## src/rtl/string_display_engine_if.sv

```systemverilog
// string_display_engine_if: text buffer write port, VGA position inputs and glyph pixel outputs
interface string_display_engine_if #(
  parameter int CNT_WIDTH  = 10,
  parameter int ADDR_WIDTH = 17,
  parameter int MAX_CHARS  = 16,
  parameter int CODE_WIDTH = 5
);
  localparam int IDX_W = $clog2(MAX_CHARS);
  logic [CNT_WIDTH-1:0]  h_cnt;
  logic [CNT_WIDTH-1:0]  v_cnt;
  logic [CNT_WIDTH-1:0]  h_start;
  logic [CNT_WIDTH-1:0]  v_start;
  logic                  frame_start;
  logic                  wr_en;
  logic [IDX_W-1:0]      wr_idx;
  logic [CODE_WIDTH-1:0] wr_code;
  logic [IDX_W:0]        wr_len;
  logic                  commit;
  logic                  scroll_en;
  logic                  commit_pend;
  logic [ADDR_WIDTH-1:0] pixel_addr;
  logic                  pixel_valid;
  modport master (
    output h_cnt, v_cnt, h_start, v_start, frame_start, wr_en, wr_idx, wr_code, wr_len, commit, scroll_en,
    input  commit_pend, pixel_addr, pixel_valid
  );
  modport slave (
    input  h_cnt, v_cnt, h_start, v_start, frame_start, wr_en, wr_idx, wr_code, wr_len, commit, scroll_en,
    output commit_pend, pixel_addr, pixel_valid
  );
endinterface

```

## src/rtl/string_display_engine.sv

```systemverilog
// string_display_engine: double-buffered text renderer producing glyph ROM addresses, optional marquee via STRING_SCROLL_EN
module string_display_engine #(
  parameter int CNT_WIDTH    = 10,
  parameter int ADDR_WIDTH   = 17,
  parameter int IMAGE_WIDTH  = 405,
  parameter int IMAGE_HEIGHT = 30,
  parameter int CHAR_W       = 15,
  parameter int MAX_CHARS    = 16,
  parameter int CODE_WIDTH   = 5,
  parameter int SCALE_SHIFT  = 0
) (
  input logic clk,
  input logic rst,
  string_display_engine_if.slave bus
);
  localparam int IDX_W      = $clog2(MAX_CHARS);
  localparam int NUM_GLYPHS = IMAGE_WIDTH / CHAR_W;
  localparam int CHAR_H     = IMAGE_HEIGHT;
  localparam int SW         = $clog2(MAX_CHARS * CHAR_W + 1);
  localparam int HW         = (CNT_WIDTH > SW ? CNT_WIDTH : SW) + 1;
  typedef enum logic {IDLE, PEND} state_t;
  state_t state, state_n;
  logic [CODE_WIDTH-1:0] shadow [MAX_CHARS];
  logic [CODE_WIDTH-1:0] active [MAX_CHARS];
  logic [IDX_W:0] shadow_len, act_len, len_n, len_clamp;
  logic swap;
  logic [HW-1:0] span, offset, rel_h, sum, rel_hp, h1;
  logic [CNT_WIDTH-1:0] dh, dv, rel_v, r1;
  logic in_box, v1;
  logic [IDX_W-1:0] idx;
  logic [CODE_WIDTH-1:0] code;
  logic [ADDR_WIDTH-1:0] col, addr;
  logic ok;
  // buffer FSM: commit arms a swap, the next frame_start performs it; commit always re-latches the length
  always_comb begin
    len_clamp = 32'(bus.wr_len) > MAX_CHARS ? (IDX_W+1)'(MAX_CHARS) : bus.wr_len;
    len_n     = bus.commit ? len_clamp : shadow_len;
    swap      = state == PEND && bus.frame_start;
    state_n   = state == IDLE ? (bus.commit ? PEND : IDLE) : (bus.frame_start ? IDLE : PEND);
  end
  // FSM state and shadow length register
  always_ff @(posedge clk) begin
    if (rst) begin
      state      <= IDLE;
      shadow_len <= '0;
    end else begin
      state      <= state_n;
      shadow_len <= len_n;
    end
  end
  assign bus.commit_pend = state == PEND;
  // shadow takes writes; active copies the pre-write shadow on swap
  always_ff @(posedge clk) begin
    if (rst) begin
      for (int i = 0; i < MAX_CHARS; i++) begin
        shadow[i] <= '0;
        active[i] <= '0;
      end
      act_len <= '0;
    end else begin
      if (bus.wr_en && 32'(bus.wr_idx) < MAX_CHARS) shadow[bus.wr_idx] <= bus.wr_code;
      if (swap) begin
        for (int i = 0; i < MAX_CHARS; i++) active[i] <= shadow[i];
        act_len <= shadow_len;
      end
    end
  end
  assign span = HW'(act_len) * HW'(CHAR_W);
`ifdef STRING_SCROLL_EN
  // marquee offset steps once per frame, wraps at the string width, restarts on every swap
  always_ff @(posedge clk) begin
    if (rst || swap) offset <= '0;
    else if (bus.frame_start && bus.scroll_en) offset <= (span == '0 || offset >= span - 1'b1) ? '0 : offset + 1'b1;
  end
`else
  assign offset = '0;
`endif
  // stage 1 math: unsigned offsets from the string origin, box test guards the wrapped subtraction
  always_comb begin
    dh     = bus.h_cnt - bus.h_start;
    dv     = bus.v_cnt - bus.v_start;
    rel_h  = HW'(dh >> SCALE_SHIFT);
    rel_v  = dv >> SCALE_SHIFT;
    sum    = rel_h + offset;
    rel_hp = sum >= span ? sum - span : sum;
    in_box = bus.h_cnt >= bus.h_start && bus.v_cnt >= bus.v_start && rel_h < span && 32'(rel_v) < CHAR_H;
  end
  // stage 1 register
  always_ff @(posedge clk) begin
    if (rst) begin
      v1 <= 1'b0;
      h1 <= '0;
      r1 <= '0;
    end else begin
      v1 <= in_box;
      h1 <= rel_hp;
      r1 <= rel_v;
    end
  end
  // stage 2 math: slot lookup and sheet address; codes past the sheet are blanked
  always_comb begin
    idx  = IDX_W'(h1 / HW'(CHAR_W));
    col  = ADDR_WIDTH'(h1 % HW'(CHAR_W));
    code = active[idx];
    ok   = v1 && 32'(code) < NUM_GLYPHS;
    addr = ADDR_WIDTH'(code) * ADDR_WIDTH'(CHAR_W) + col + ADDR_WIDTH'(IMAGE_WIDTH) * ADDR_WIDTH'(r1);
  end
  // stage 2 output register
  always_ff @(posedge clk) begin
    if (rst) begin
      bus.pixel_valid <= 1'b0;
      bus.pixel_addr  <= '0;
    end else begin
      bus.pixel_valid <= ok;
      bus.pixel_addr  <= ok ? addr : '0;
    end
  end
endmodule
```

## src/flat_wrapper.sv

```systemverilog
// flat-port wrapper written by rule: the top's interface ports become plain ports
module string_display_engine_flat 
#(
  parameter int CNT_WIDTH    = 10,
  parameter int ADDR_WIDTH   = 17,
  parameter int IMAGE_WIDTH  = 405,
  parameter int IMAGE_HEIGHT = 30,
  parameter int CHAR_W       = 15,
  parameter int MAX_CHARS    = 16,
  parameter int CODE_WIDTH   = 5,
  parameter int SCALE_SHIFT  = 0
)
  (clk, rst, bus_h_cnt, bus_v_cnt, bus_h_start, bus_v_start, bus_frame_start, bus_wr_en, bus_wr_idx, bus_wr_code, bus_wr_len, bus_commit, bus_scroll_en, bus_commit_pend, bus_pixel_addr, bus_pixel_valid);
  string_display_engine_if #(.CNT_WIDTH(CNT_WIDTH), .ADDR_WIDTH(ADDR_WIDTH), .MAX_CHARS(MAX_CHARS), .CODE_WIDTH(CODE_WIDTH)) bus_i ();
  input logic clk;
  input logic rst;
  input wire logic [$bits(bus_i.h_cnt)-1:0] bus_h_cnt;
  input wire logic [$bits(bus_i.v_cnt)-1:0] bus_v_cnt;
  input wire logic [$bits(bus_i.h_start)-1:0] bus_h_start;
  input wire logic [$bits(bus_i.v_start)-1:0] bus_v_start;
  input wire logic [$bits(bus_i.frame_start)-1:0] bus_frame_start;
  input wire logic [$bits(bus_i.wr_en)-1:0] bus_wr_en;
  input wire logic [$bits(bus_i.wr_idx)-1:0] bus_wr_idx;
  input wire logic [$bits(bus_i.wr_code)-1:0] bus_wr_code;
  input wire logic [$bits(bus_i.wr_len)-1:0] bus_wr_len;
  input wire logic [$bits(bus_i.commit)-1:0] bus_commit;
  input wire logic [$bits(bus_i.scroll_en)-1:0] bus_scroll_en;
  output wire logic [$bits(bus_i.commit_pend)-1:0] bus_commit_pend;
  output wire logic [$bits(bus_i.pixel_addr)-1:0] bus_pixel_addr;
  output wire logic [$bits(bus_i.pixel_valid)-1:0] bus_pixel_valid;
  assign bus_i.h_cnt = bus_h_cnt;
  assign bus_i.v_cnt = bus_v_cnt;
  assign bus_i.h_start = bus_h_start;
  assign bus_i.v_start = bus_v_start;
  assign bus_i.frame_start = bus_frame_start;
  assign bus_i.wr_en = bus_wr_en;
  assign bus_i.wr_idx = bus_wr_idx;
  assign bus_i.wr_code = bus_wr_code;
  assign bus_i.wr_len = bus_wr_len;
  assign bus_i.commit = bus_commit;
  assign bus_i.scroll_en = bus_scroll_en;
  assign bus_commit_pend = bus_i.commit_pend;
  assign bus_pixel_addr = bus_i.pixel_addr;
  assign bus_pixel_valid = bus_i.pixel_valid;
  string_display_engine #(.CNT_WIDTH(CNT_WIDTH), .ADDR_WIDTH(ADDR_WIDTH), .IMAGE_WIDTH(IMAGE_WIDTH), .IMAGE_HEIGHT(IMAGE_HEIGHT), .CHAR_W(CHAR_W), .MAX_CHARS(MAX_CHARS), .CODE_WIDTH(CODE_WIDTH), .SCALE_SHIFT(SCALE_SHIFT)) u_core (.clk(clk), .rst(rst), .bus(bus_i));
endmodule
```

## config.mk

```make
export PLATFORM = sky130hd
export DESIGN_NAME = string_display_engine_flat
export DESIGN_NICKNAME = d
export VERILOG_FILES = /design/src/rtl/string_display_engine_if.sv /design/src/rtl/string_display_engine.sv /design/src/flat_wrapper.sv
export SDC_FILE = /design/constraint.sdc
export NUM_CORES = 1
export LEC_CHECK = 0
export ABC_AREA = 1
export CAP_MARGIN = 20
export CORE_MARGIN = 2
export CORE_UTILIZATION = 60
export DETAILED_ROUTE_END_ITERATION = 7
export PLACE_DENSITY = 0.85
export SLEW_MARGIN = 20
export SYNTH_ARGS = -nofsm -noshare
export SYNTH_HDL_FRONTEND = slang
export SYNTH_SLANG_ARGS = --single-unit
export TNS_END_PERCENT = 30
```

## constraint.sdc

```tcl
create_clock -name clk -period 12.5 [get_ports clk]
set_clock_uncertainty 0.1 [all_clocks]
set_input_delay 2.5 -clock clk [delete_from_list [all_inputs] [get_ports clk]]
set_output_delay 2.5 -clock clk [all_outputs]
set_load 0.01 [all_outputs]
```

* Yosys cells after proc, flatten, opt, wreduce, memory -nomap -nowiden
Memories as Yosys holds them, arrays and structs flattened.
Cells that the tools add are included.
** Word-level totals
- Memory bits (writable) :: 160
- Output and inout bits :: 19
- Memories :: 2
- Register bits :: 51
** Memories
- u_core.active :: words 16, bits a word 5, read ports 1, clocked after memory_dff 0, write ports 16, RTL line string_display_engine.sv:24 : logic [CODE_WIDTH-1:0] active [MAX_CHARS];
- u_core.shadow :: words 16, bits a word 5, read ports 16, clocked after memory_dff 0, write ports 16, RTL line string_display_engine.sv:23 : logic [CODE_WIDTH-1:0] shadow [MAX_CHARS];
** Cells by class
- $mul :: 3
- Order comparisons :: 7
- Bitwise logic cells :: 18
- Mux-type cells :: 32
- Divide/modulo/power cells :: 2
- Reduce and logical (&&, ||, !) cells :: 8
- Add/subtract/negate cells :: 5
** Operator list (count)
- $mux 5 :: 18
- $ge 10x10->1 :: 2
- $sub 10x10->10 :: 2
- $mul 5x4->9 const B :: 2
- $add 17x17->17 :: 1
- $add 9x17->17 :: 1
- $mod 11x4->17 const B :: 1
- $mul 9x10->17 const A :: 1
- $or 1x1->1 :: 16
- $mux 1 :: 12
- $div 11x4->11 const B :: 1
- $sub 10x9->11 :: 1
- $ge 10x9->1 :: 1
- $lt 10x5->1 const B :: 1
- $lt 10x9->1 :: 1
- $mux 10 :: 1
- $gt 5x5->1 const B :: 1
- $logic_and 1x1->1 :: 5
- $lt 5x5->1 const B :: 1
- $reduce_or 5->1 :: 1
- $mux 4 :: 1
- $reduce_or 2->1 :: 2
- $not 1->1 :: 2

* Logic depth before layout (Yosys ltp)
An unclocked memory read counts as a cell.
- Depth after elaboration :: 6
- Depth in mapped cells :: 66
- Gate-level depth less buffers :: 65

* Worst setup path before layout
OpenSTA, ideal clock, no wires.
- Path type :: flip-flop to flip-flop
- From :: register u_core.h1[10]
- To :: register u_core.bus.pixel_addr[15]
- Setup slack :: 3374 ps
- Stages on the path, launching flop included :: 64
- Data arrival time :: 8960 ps
- Path buffers :: 3
- Data required time :: 12334 ps
- Period minus slack after synthesis :: 9126 ps
- Path through :: dfxtp_1 > nand3_2 > nor2_1 > inv_1 > nand2_1 > nand2_1 > o21ai_2 > o21ai_2 > nand2_1 > nand3_1 > inv_1 > nand2_1 > nand3_2 > nand2_2 > o21bai_4 > nand2_1 > nand2_2 > o21bai_4 > [... 28 more ...] > o31ai_1 > a21oi_1 > nor2_1 > nor2_1 > o21ai_0 > a21oi_1 > nor2_1 > nor2_1 > inv_1 > a21oi_1 > nor2_1 > nor2_1 > inv_1 > a21oi_1 > o21ai_0 > xor2_1 > inv_1 > nor2_1
** On the way
- Longest elaborated chain between the ends :: 6
** RTL lines
- from (decl) :: RTL line string_display_engine.sv:27 : logic [HW-1:0] span, offset, rel_h, sum, rel_hp, h1;
- from (signal assigned) :: RTL line string_display_engine.sv:96 : h1 <= rel_hp;
- parallel branches: the longest is 6 deep, another holds $add 9x17->17
- to (signal assigned) :: RTL line string_display_engine.sv:115 : bus.pixel_addr <= ok ? addr : '0;
- to (decl) :: RTL line string_display_engine_if.sv:29 : output commit_pend, pixel_addr, pixel_valid
Several ways; the timed one is not identified.
A chain may end at the register's enable or synchronous reset.

* Final worst setup path
- From :: register u_core.h1[9]
- To :: register u_core.bus.pixel_addr[15]
The elaborated chain is that of the path after synthesis.

==> impl_metrics.ini <==
[clocking]
cts.sinks = 211
cts_buffers = 22
cts_setup_buffers = 0
insertion_delay_ps = 530
cts_tree = yes
cts_buffer_depth = 3
cts-root-buf = clkbuf_16
cts-resized-gates = 0
h-tree-depth = 1
postCtsHoldBufs = 0
clkSlewWorstSetupHoldPaths_ps = 60

[timing]
min_period_ps = 10970
slew_headroom_pct = 33.5
worstMarginPinSlew_ps = 998
rsz0062_at_grt = no
slew_viol_final = 0
fmax_mhz = 91.1
setup_viol = 0
final_hold_viol_count = 0
setup_tns_ps = 0
fin_crit_sh_pct = 87.8

[global_routing]
grt_pass1_wl_um = 45500
grt_max_degree = 84
grt_pass1_vias = 10000
gr-total-overflow = 0
antenna_found_initial = 0
track_usage_pct = 23.2

[routing]
drc_errors = 0
vias = 9995
vias_per_cell = 5.33
first_iter_violations = 616
wire_per_inst_um = 14.4
drtPass1Iterations = 5
ant_nets = 0
wl_um = 26900

[floorplanning]
coreArea_um2 = 22600
start_util_pct = 61.1
die_h_um = 156
pin_count = 79
die-area_um2 = 24300
rows = 55
fp.dieW_um = 156

[worst_setup_path]
worstSetupPathType = register to register
crit_buf_inv = 10
worstPathArrival_ps = 11320
worstSetupEndpointType = register
crit_family = simple AND/OR/NAND/NOR gates
r2r_slack_ps = 1530
cp-start-kind = register
r2r_cells = 59
max_stage_delay_ps = 550
critPathRequiredTime_ps = 12850
cp_num_cells = 59
r2r-start = u_core.h1[9]$_SDFF_PP0_
cp_max_fo = 52
timing.rr.end = u_core.bus.pixel_addr[15]$_SDFF_PP0_
slowest_stage = nor2_4

[synthesis]
synth_warnings = 0
ys_async_sr_fraction_pct = 0
synthDistinctLibCells = 52
syn_inst = 1506
syn_nets = 1748
ys.flop_type = edfxtp_1
yosysSeqAreaShare_pct = 42.1
ys_ff_latch = 211
avgSynthCellArea_um2 = 9.19
syn_area_um2 = 13800
synth-edff-count = 160

[min_path]
whs_path_depth = 2
min-delay-start = u_core.shadow_len[4]$_SDFFE_PP0P_
holdPathEnd = u_core.shadow_len[4]$_SDFFE_PP0P_
worstHoldPathType = register to register

[placement]
port_buffers = 77
dp_hpwl_um = 19500
routabilityCongestion = 0.834
place_area_um2 = 14800

[cells_and_area]
finalNetCount = 1817
final_cell_mix = inv_1 (315), nor2_1 (215), edfxtp_1 (160)
syn2layout_area_growth_pct = 12.6
design_area_um2 = 15600
diodes = 0
drive_above_1_share_pct = 7.10
layout_commonest_cell = inv_1

[run_status]
outcome = finished clean

[run]
maxCapViolCount = 0
[worst max-delay path by stage]
stage / from / to
global route: u_core.h1[7]$_SDFF_PP0_ / u_core.bus.pixel_addr[15]$_SDFF_PP0_
floorplan: u_core.h1[10]$_SDFF_PP0_ / u_core.bus.pixel_addr[15]$_SDFF_PP0_
finish: u_core.h1[9]$_SDFF_PP0_ / u_core.bus.pixel_addr[15]$_SDFF_PP0_
CTS: u_core.h1[9]$_SDFF_PP0_ / u_core.bus.pixel_addr[15]$_SDFF_PP0_
detailed placement: u_core.h1[10]$_SDFF_PP0_ / u_core.bus.pixel_addr[15]$_SDFF_PP0_
global placement: u_core.h1[10]$_SDFF_PP0_ / u_core.bus.pixel_addr[15]$_SDFF_PP0_
[cells in the mapped netlist, drive strengths merged (4+ instances only)]
master,count,area [um2]
a211oi,4,30.0
a21o,4,30.0
a21oi,86,442
buf,15,119
clkbuf,21,78.8
dfxtp,51,1020
edfxtp,160,4800
fa,58,1160
ha,124,1550
inv,328,1230
nand2,167,659
nand3,87,528
nand4,5,37.5
nor2,231,976
o211ai,12,90.1
o21ai,66,345
o21bai,10,105
xnor2,18,158
xor2,37,324
[registers in the layout, summed over array words and instances (netlist names)]
name,cells
u_core.active,80
u_core.bus.commit_pend,1
u_core.r1,10
u_core.h1,11
u_core.shadow_len,5
u_core.act_len,5
u_core.bus.pixel_valid,1
u_core.shadow,80
u_core.bus.pixel_addr,17
u_core.v1,1
[per-layer routing]
layer | track usage, % | up-vias | share of wire, %
li1 | - | 4935 | -
met1 | 27.9 | 4631 | 41
met2 | 43.1 | 346 | 50
met3 | 3.11 | 83 | 5.8
met4 | 7.69 | 0 | 3.2
met5 | 0 | - | 0
[per-stage QoR]
stage / hold WS (ps) / util (%) / worst slack (ps) / cells
2_1_floorplan: 325 / - / 3370 / 1506
3_5_place_dp: 346 / 65.4 / 1630 / 1836
4_1_cts: 355 / 68.8 / 1540 / 1876
3_3_place_gp: 340 / 65.4 / 1830 / 1836
5_1_grt: 371 / 68.8 / 401 / 1876
6_report: 355 / 68.8 / 1530 / 1876
[layout make-up]
class | instances | area (um2)
clock buffers | 33 | 693
flip-flops and latches | 211 | 5830
multi-input cells | 930 | 6600
repair buffers | 81 | 796
inverters | 329 | 1230
well taps | 285 | 357
clock inverters | 7 | 76.3
fillers | 1614 | 7060
[tightest hold or removal path: stages (launching register included)]
cell and delay (ps):
dfxtp_1 290, inv_1 60, a21oi_1 60
[kinds of logic after synthesis]
logic type      count (synthesis)  share of synthesized area, %
simple gates                  500                          16.3
xor+xnor                       55                          3.48
buf+inv                       365                          10.3
compound gates                193                          8.15
fa+ha+maj                     182                          19.6
flops                         211                          42.1
Power is not shown: default switching activity piles up to over one toggle a cycle in this logic, so the estimate is an artifact.
